===== config.mk =====
export PLATFORM = sky130hd
export DESIGN_NAME = imem_loader
export DESIGN_NICKNAME = d
export VERILOG_FILES = /design/src/rtl/imem_loader_pkg.sv /design/src/rtl/le_word_packer.sv /design/src/rtl/imem_loader.sv
export SDC_FILE = /design/constraint.sdc
export NUM_CORES = 1
export LEC_CHECK = 0
export CAP_MARGIN = 40
export CORE_UTILIZATION = 63
export CTS_CLUSTER_DIAMETER = 80
export DETAILED_ROUTE_END_ITERATION = 12
export DONT_BUFFER_PORTS = 1
export PLACE_DENSITY_LB_ADDON = 0.3
export SYNTH_ARGS = -nofsm -noshare
export SYNTH_HDL_FRONTEND = slang
export SYNTH_SLANG_ARGS = --single-unit

===== constraint.sdc =====
create_clock -name clk -period 2.9 [get_ports clk]
set_input_delay 0.29 -clock clk [delete_from_list [all_inputs] [get_ports clk]]
set_output_delay 0.29 -clock clk [all_outputs]
set_load 0.02 [all_outputs]

===== src/rtl/imem_loader_pkg.sv =====
// Shared types and constants for the boot-time instruction memory loader.
// Imported by the loader top and its byte packer.
package imem_loader_pkg;

    typedef enum logic [2:0] {
        S_IDLE,
        S_LEN0,
        S_LEN1,
        S_DATA,
        S_CSUM,
        S_DONE,
        S_ERR
    } loader_state_t;

    localparam logic [7:0] MAGIC_BYTE = 8'hA5;
    localparam int         WORD_BYTES = 4;

endpackage


===== src/rtl/le_word_packer.sv =====
// Shifts accepted bytes into a little-endian 32-bit word.
// word_full flags the 4th byte; word_next is the completed word in that cycle.
module le_word_packer
    import imem_loader_pkg::*;
(
    input  logic        clk,
    input  logic        rst,
    input  logic        clr,
    input  logic        shift_en,
    input  logic [7:0]  byte_in,
    output logic [31:0] word_next,
    output logic        word_full
);

    logic [31:0] word_q;
    logic [1:0]  cnt_q;

    // New bytes enter at the top so byte 0 ends up in bits [7:0].
    assign word_next = {byte_in, word_q[31:8]};
    assign word_full = shift_en && (cnt_q == 2'(WORD_BYTES - 1));

    always_ff @(posedge clk) begin
        if (rst || clr) begin
            word_q <= '0;
            cnt_q  <= '0;
        end else if (shift_en) begin
            word_q <= word_next;
            cnt_q  <= cnt_q + 2'd1;
        end
    end

endmodule


===== src/rtl/imem_loader.sv =====
// Frame parser that writes a byte stream into the instruction ROM,
// then releases the core from reset once length and checksum agree.
module imem_loader
    import imem_loader_pkg::*;
#(
    parameter int         DEPTH  = 256,
    parameter int         ADDR_W = 8,
    parameter logic [7:0] MAGIC  = MAGIC_BYTE
) (
    input  logic              clk,
    input  logic              rst,
    input  logic              in_valid,
    input  logic [7:0]        in_byte,
    output logic              in_ready,
    output logic              imem_we,
    output logic [ADDR_W-1:0] imem_addr,
    output logic [31:0]       imem_wdata,
    output logic              core_rst,
    output logic              done,
    output logic              error
);

    localparam logic [16:0] DEPTH_EXT = 17'(DEPTH);

    loader_state_t     state_q;
    loader_state_t     state_d;
    logic [15:0]       len_q;
    logic [15:0]       wcnt_q;
    logic [ADDR_W-1:0] waddr_q;
    logic [7:0]        sum_q;

    logic        accept;
    logic        frame_start;
    logic        data_shift;
    logic [31:0] word_next;
    logic        word_full;
    logic [16:0] len_ext;
    logic        last_word;

    assign accept      = in_valid && in_ready;
    assign frame_start = accept && (state_q == S_IDLE) && (in_byte == MAGIC);
    assign data_shift  = accept && (state_q == S_DATA);
    assign len_ext     = {1'b0, in_byte, len_q[7:0]};
    assign last_word   = (wcnt_q == (len_q - 16'd1));

    le_word_packer u_packer (
        .clk       (clk),
        .rst       (rst),
        .clr       (frame_start),
        .shift_en  (data_shift),
        .byte_in   (in_byte),
        .word_next (word_next),
        .word_full (word_full)
    );

    always_ff @(posedge clk) begin
        if (rst) begin
            state_q <= S_IDLE;
        end else begin
            state_q <= state_d;
        end
    end

    always_comb begin
        state_d = state_q;
        if (accept) begin
            unique case (state_q)
                S_IDLE: begin
                    if (in_byte == MAGIC) begin
                        state_d = S_LEN0;
                    end
                end
                S_LEN0: state_d = S_LEN1;
                S_LEN1: begin
                    if (len_ext > DEPTH_EXT) begin
                        state_d = S_ERR;
                    end else if (len_ext == 17'd0) begin
                        state_d = S_CSUM;
                    end else begin
                        state_d = S_DATA;
                    end
                end
                S_DATA: begin
                    if (word_full && last_word) begin
                        state_d = S_CSUM;
                    end
                end
                S_CSUM: begin
                    state_d = (in_byte == sum_q) ? S_DONE : S_ERR;
                end
                default: state_d = state_q;
            endcase
        end
    end

    // Frame bookkeeping and the write port.
    always_ff @(posedge clk) begin
        if (rst) begin
            len_q      <= '0;
            wcnt_q     <= '0;
            waddr_q    <= '0;
            sum_q      <= '0;
            imem_we    <= 1'b0;
            imem_addr  <= '0;
            imem_wdata <= '0;
        end else begin
            imem_we <= 1'b0;
            if (frame_start) begin
                len_q   <= '0;
                wcnt_q  <= '0;
                waddr_q <= '0;
                sum_q   <= '0;
            end
            if (accept && state_q == S_LEN0) begin
                len_q[7:0] <= in_byte;
            end
            if (accept && state_q == S_LEN1) begin
                len_q[15:8] <= in_byte;
            end
            if (data_shift) begin
                sum_q <= sum_q + in_byte;
                if (word_full) begin
                    imem_we    <= 1'b1;
                    imem_addr  <= waddr_q;
                    imem_wdata <= word_next;
                    waddr_q    <= waddr_q + ADDR_W'(1);
                    wcnt_q     <= wcnt_q + 16'd1;
                end
            end
        end
    end

    // Status flags follow the next state so they rise one cycle after the byte.
    always_ff @(posedge clk) begin
        if (rst) begin
            in_ready <= 1'b1;
            core_rst <= 1'b1;
            done     <= 1'b0;
            error    <= 1'b0;
        end else begin
            in_ready <= !(state_d == S_DONE || state_d == S_ERR);
            core_rst <= (state_d != S_DONE);
            done     <= (state_d == S_DONE);
            error    <= (state_d == S_ERR);
        end
    end

endmodule


# Yosys cells after proc, flatten, opt, wreduce, memory -nomap -nowiden
# Index checks and enable logic that the tools add are counted.
dict set report op_classes {
  mux 19
  n_reduce_logical 18
  n_lt_le_gt_ge 1
  n_eq_ne 11
  bitwise_logic 1
  addsub 5
}
# op n
set op_table {}
lappend op_table {{two-way mux 16 bit} 4}
lappend op_table {{two-way mux 8 bit} 7}
lappend op_table {{logical NOT 17 bit} 1}
lappend op_table {{adder 16 x 1 -> 16 bit (second input constant)} 1}
lappend op_table {{equality test 16 bit} 1}
lappend op_table {{greater-than comparator 16 x 9 -> 1 bit (second input constant)} 1}
lappend op_table {{subtractor 16 x 1 -> 16 bit (second input constant)} 1}
lappend op_table {{two-way mux 3 bit} 5}
lappend op_table {{one-hot mux 3 bit (5 select lines)} 1}
lappend op_table {{equality test 3 bit (second input constant)} 3}
lappend op_table {{adder 8 x 1 -> 8 bit (second input constant)} 1}
lappend op_table {{adder 8 bit} 1}
lappend op_table {{equality test 8 bit} 1}
lappend op_table {{equality test 8 bit (second input constant)} 1}
lappend op_table {{logical AND 1 bit} 8}
lappend op_table {{equality test 3 x 2 -> 1 bit (second input constant)} 2}
lappend op_table {{nonzero test 2 bit} 3}
lappend op_table {{equality test 3 x 1 -> 1 bit (second input constant)} 1}
lappend op_table {{logical NOT 3 bit} 1}
lappend op_table {{!= test 3 bit (second input constant)} 1}
lappend op_table {{adder 2 x 1 -> 2 bit (second input constant)} 1}
lappend op_table {{equality test 2 bit (second input constant)} 1}
lappend op_table {{logical OR 1 bit} 2}
lappend op_table {{two-way mux 2 bit} 1}
lappend op_table {{5 further kinds} 5}
dict set report totals {
  inputBits 11
  reg_bits 130
}

# Logic depth before layout (Yosys ltp)
# Gate-level depths: netlist of run 1.
dict set report depth {
  depth_word 10
  depth_mapped 11
}

# Modules after synthesis
# Synthesis of run 1 repeated with hierarchy kept, for this count alone.
dict set report unflattened {
  hier_cells 665
  area_unflattened_um2 5599.1
}
# mod instances area_per_inst_um2 seq_area_each_um2 cells_per_inst
set modules_own_cells {}
lappend modules_own_cells {imem_loader 1 4559.4 1921.8 570}
lappend modules_own_cells {le_word_packer 1 1039.7 520.5 95}

# Least setup slack after synthesis of run 1
# OpenSTA, ideal clock, no wires.
dict set report synth_path {
  path_type {register to register}
  startpoint {register len_q[4]}
  endpoint {register in_ready}
  setup_ns 0.118
  stages_incl_launch_ff 10
  setup_slack_ns 0.261
  arrival_time_ns 2.522
  n_path_buf 1
  cell_sequence {dfxtp_1 -> buf_6 -> nor4_4 -> nand4_2 -> or4_4 -> a2111oi_4 -> o2111ai_2 -> a31oi_2 -> and2_1 -> o21ai_1}
}
dict set report synth_between {
  elab_chain_cells 9
}
# item line
set synth_rtl {}
lappend synth_rtl {{from (decl)} imem_loader.sv:27} ;# logic [15:0] len_q;
lappend synth_rtl {{from (signal assigned)} imem_loader.sv:115} ;# len_q[7:0] <= in_byte;
lappend synth_rtl {{subtractor 16 x 1 -> 16 bit} imem_loader.sv:44} ;# assign last_word = (wcnt_q == (len_q - 16'd1));
lappend synth_rtl {{equality test 16 bit} imem_loader.sv:44}
lappend synth_rtl {{logical AND 1 bit} imem_loader.sv:84} ;# if (word_full && last_word) begin
lappend synth_rtl {{two-way mux 3 bit} imem_loader.sv:84}
lappend synth_rtl {{one-hot mux 3 bit (5 select lines) *} imem_loader.sv:67} ;# unique case (state_q)
lappend synth_rtl {{two-way mux 3 bit *} imem_loader.sv:66} ;# if (accept) begin
lappend synth_rtl {{equality test 3 bit} imem_loader.sv:141} ;# in_ready <= !(state_d == S_DONE || state_d == S_ERR);
lappend synth_rtl {{logical OR 1 bit *} imem_loader.sv:141}
lappend synth_rtl {{logical NOT 1 bit *} imem_loader.sv:141}
lappend synth_rtl {{to (signal assigned)} imem_loader.sv:141}
lappend synth_rtl {{to (decl)} imem_loader.sv:14} ;# output logic in_ready,
# Every way passes the cells marked *; elsewhere a longest branch is shown, timed or not.
# A chain may end at the register's enable or synchronous reset.

# Worst setup path after layout of run 1
dict set report layout_path {
  startpoint {register len_q[8]}
  endpoint {register done}
}
dict set report layout_between {
  elab_chain_cells 7
}
# item line
set layout_rtl {}
lappend layout_rtl {{from (signal assigned)} imem_loader.sv:118} ;# len_q[15:8] <= in_byte;
lappend layout_rtl {{subtractor 16 x 1 -> 16 bit} imem_loader.sv:44}
lappend layout_rtl {{equality test 16 bit} imem_loader.sv:44}
lappend layout_rtl {{logical AND 1 bit} imem_loader.sv:84}
lappend layout_rtl {{two-way mux 3 bit} imem_loader.sv:84}
lappend layout_rtl {{one-hot mux 3 bit (5 select lines)} imem_loader.sv:67}
lappend layout_rtl {{two-way mux 3 bit} imem_loader.sv:66}
lappend layout_rtl {{equality test 3 bit} imem_loader.sv:143} ;# done <= (state_d == S_DONE);
lappend layout_rtl {{to (signal assigned)} imem_loader.sv:143}
lappend layout_rtl {{to (decl)} imem_loader.sv:19} ;# output logic done,
# No other way between the ends.

==> flow_summary.json, run 1 <==
{
  "ff2ff_setup_slack_ns": 0.17,
  "top_layer_used": "met4",
  "cts_tree": "built",
  "synth_top_area_share_pct": 45.01,
  "gp_congestion": 0.8729,
  "ys_seq_area_share_pct": 45.01,
  "fin_area_mm2": 0.006191,
  "drt_iter0_markers": 298,
  "cts_sinks": 122,
  "slew_headroom_pct": 40.81,
  "grt_overflow": 0,
  "yosys.area.top_type": "dfxtp_1",
  "startpoint_type": "flop",
  "hold_viol_final": 0,
  "grt_pass1_vias": 4562,
  "routed_wl_um": 13330,
  "worst_slew_pin_slew_ns": 0.8859,
  "holdWs_ns": 0.1093,
  "worstPathMaxFanout": 6,
  "die-area_mm2": 0.008989,
  "min_period_ns": 2.733,
  "dr_wl_met3_um": 811,
  "ctsHtreeMaxLevel": 4,
  "start_util_pct": 65.71,
  "vias": 4834,
  "first_pass_iters": 5,
  "synth_most_common_cell": "nand2_1",
  "final_util_pct": 74.97,
  "antenna_found_initial": 0,
  "synthDistinctLibCells": 54,
  "cap_violations": 0,
  "cts_root_buf": "clkbuf_8",
  "diodes": 0,
  "power_density_mw_per_mm2": 599.4,
  "synth.top_cells.by_area": "dfxtp_1 45%, nand2_1 12%, a21oi_1 9.6%",
  "hpwl_um": 8431,
  "async_flop_share_pct": 0,
  "synth_area_per_cell_um2": 8.039,
  "syn_nets": 698,
  "path_clk_slew_ns": 0.06,
  "rsz0062_at_grt": "no",
  "drtAntennaViolNets": 0,
  "slew_violations": 0,
  "outcome": "complete, no violations",
  "cts_buffer_depth": 2,
  "finClkSkew_ns": 0.007650,
  "ios": 56,
  "endpoint_kind": "flop",
  "hold_path_class": "in2reg",
  "groute.usage.overall_pct": 31.19,
  "drive_above_1_share_pct": 9.130,
  "wl_met2_um": 6560,
  "peakVddDrop_uv": 365.4,
  "rows": 33,
  "cts_resized": 0,
  "grt_max_degree": 76,
  "area_delta_synth_final_pct": 14.09,
  "min_from": "in_byte[1]",
  "synthCells": 675,
  "synth_edf_count": 0,
  "power_mw": 3.711,
  "synth_area_mm2": 0.005426,
  "setup_viol": 0,
  "finalNetCount": 701,
  "tns_ns": 0,
  "synth_common_cells": "167 x nand2_1, 122 x dfxtp_1, 104 x a21oi_1, 36 x nand3_1, 32 x nor2_1",
  "period_share_pct": 94.23,
  "met1Wirelength_um": 5487,
  "r2r_start": "len_q[8]$_SDFFE_PP0P_",
  "dpl_cell_area_mm2": 0.005517,
  "power.leakage_nw": 2.199,
  "cp_data_arrival_time_ns": 3.15,
  "crit_type": "reg2reg",
  "die_w_um": 94.81,
  "die_h_um": 94.81,
  "worst-endpoint-required_ns": 3.31,
  "synth_ff_type": "dfxtp_1",
  "wl_per_cell_um": 16.77,
  "io_buffers": 0,
  "ys.warnings.count": 0,
  "drc": 0,
  "fmax_mhz": 365.9,
  "routed_via_density": 6.081,
  "grt_first_pass_wirelength_um": 21510,
  "startpoint": "len_q[8]$_SDFFE_PP0P_",
  "core-area_mm2": 0.008258,
  "ys_ff_latch": 122,
  "numCtsBuffers": 17,
  "clk_latency_ns": 0.52
}
==> report_power, final <==
part / internal, mW / total, mW / switching [mW]
Combinational: 0.0265 / 0.0802 / 0.0537
Clock: 1.18 / 1.95 / 0.769
Sequential: 1.68 / 1.68 / 0.000360
Total: 2.89 / 3.71 / 0.823
==> layout make-up <==
type	count	area (µm²)
Inverter	7	26.28
Timing Repair Buffer	25	230.2
Multi-Input combinational cell	505	2804
Fill cell	586	2067
Clock inverter	12	115.1
Tap cell	105	131.4
Clock buffer	19	441.7
Sequential cell	122	2442
==> kinds of logic after synthesis <==
group           Yosys count  synth area share [%]
compound gates          145                 15.31
xor+xnor                 41                 6.617
fa+ha+maj                12                 2.905
buf+inv                  48                 3.505
flops                   122                 45.01
mux                       3                0.5995
simple gates            304                 26.06
==> flip-flops by register name, summed over array words and instances, names as in the netlist <==
register         count
waddr_q              8
error                1
len_q               16
state_q              3
u_packer.word_q     24
sum_q                8
imem_addr            8
done                 1
imem_we              1
wcnt_q              16
u_packer.cnt_q       2
in_ready             1
imem_wdata          32
core_rst             1
==> timing repair <==
action / CTS / global route
setup endpoints to repair: 0 / 0
endpoints found under the hold margin: 83 / 0
hold buffers: 10 / 0
setup buffers: 0 / 0
==> layout by cell type, fill, tap and decap left out, types with 4 or more instances in the layout <==
master / Yosys / layout
nor3b_1: 5 / 5
clkbuf_16: 0 / 16
nor3_1: 8 / 8
o21ai_0: 13 / 13
dfxtp_1: 122 / 122
xor2_1: 22 / 22
xnor2_1: 19 / 19
and3_1: 10 / 10
nor2_1: 32 / 30
dlygate4sd3_1: 0 / 9
nand3b_1: 6 / 6
ha_1: 11 / 11
a21oi_1: 104 / 104
a21o_1: 4 / 4
buf_4: 0 / 15
inv_1: 7 / 7
or3_1: 7 / 7
nand4_1: 10 / 10
nand2_1: 167 / 167
nand3_1: 36 / 36
inv_6: 0 / 4
==> per-stage QoR <==
step	cells	setup WS (ns)
finish	795	0.1672
floorplan	675	0.2609
detailed placement	754	0.1642
global route	795	0.03623
CTS	795	0.1675
global placement	754	0.2207
==> worst max-delay path, cell delays in order, from the launching register on <==
cell and delay [ns]:
dfxtp_1 0.35, nor3_1 0.47, nand4_2 0.17, or4_4 0.52, a2111oi_4 0.36, o2111ai_2 0.22
a31oi_2 0.32, nor2_2 0.07, and2_1 0.16
==> worst paths after layout <==
kind,end,depth (start not counted)
worst max-delay path,done$_SDFF_PP0_,8
worst min register to register,imem_wdata[7]$_SDFFE_PP0P_,2
worst min-delay path,sum_q[1]$_SDFFE_PP0P_,3
worst max register to register,done$_SDFF_PP0_,8
==> per-layer routing <==
layer / vias up / global-route usage [%]
met5: - / 0
met4: 0 / 15.66
met3: 40 / 8.857
met2: 170 / 52.46
met1: 2292 / 36.10
li1: 2332 / -
(Power assumes the default switching activity.)
==> run 2, diff against run 1 <==
--- a/config.mk
+++ b/config.mk
@@ -5,9 +5,9 @@
 export SDC_FILE = /design/constraint.sdc
 export NUM_CORES = 1
 export LEC_CHECK = 0
-export CAP_MARGIN = 40
+export CAP_MARGIN = 25
 export CORE_UTILIZATION = 63
-export CTS_CLUSTER_DIAMETER = 80
+export CTS_CLUSTER_DIAMETER = 200
 export DETAILED_ROUTE_END_ITERATION = 12
 export DONT_BUFFER_PORTS = 1
 export PLACE_DENSITY_LB_ADDON = 0.3
==> results of run 2 <==
No change in the layout: final DEF, timing and power equal those of run 1.
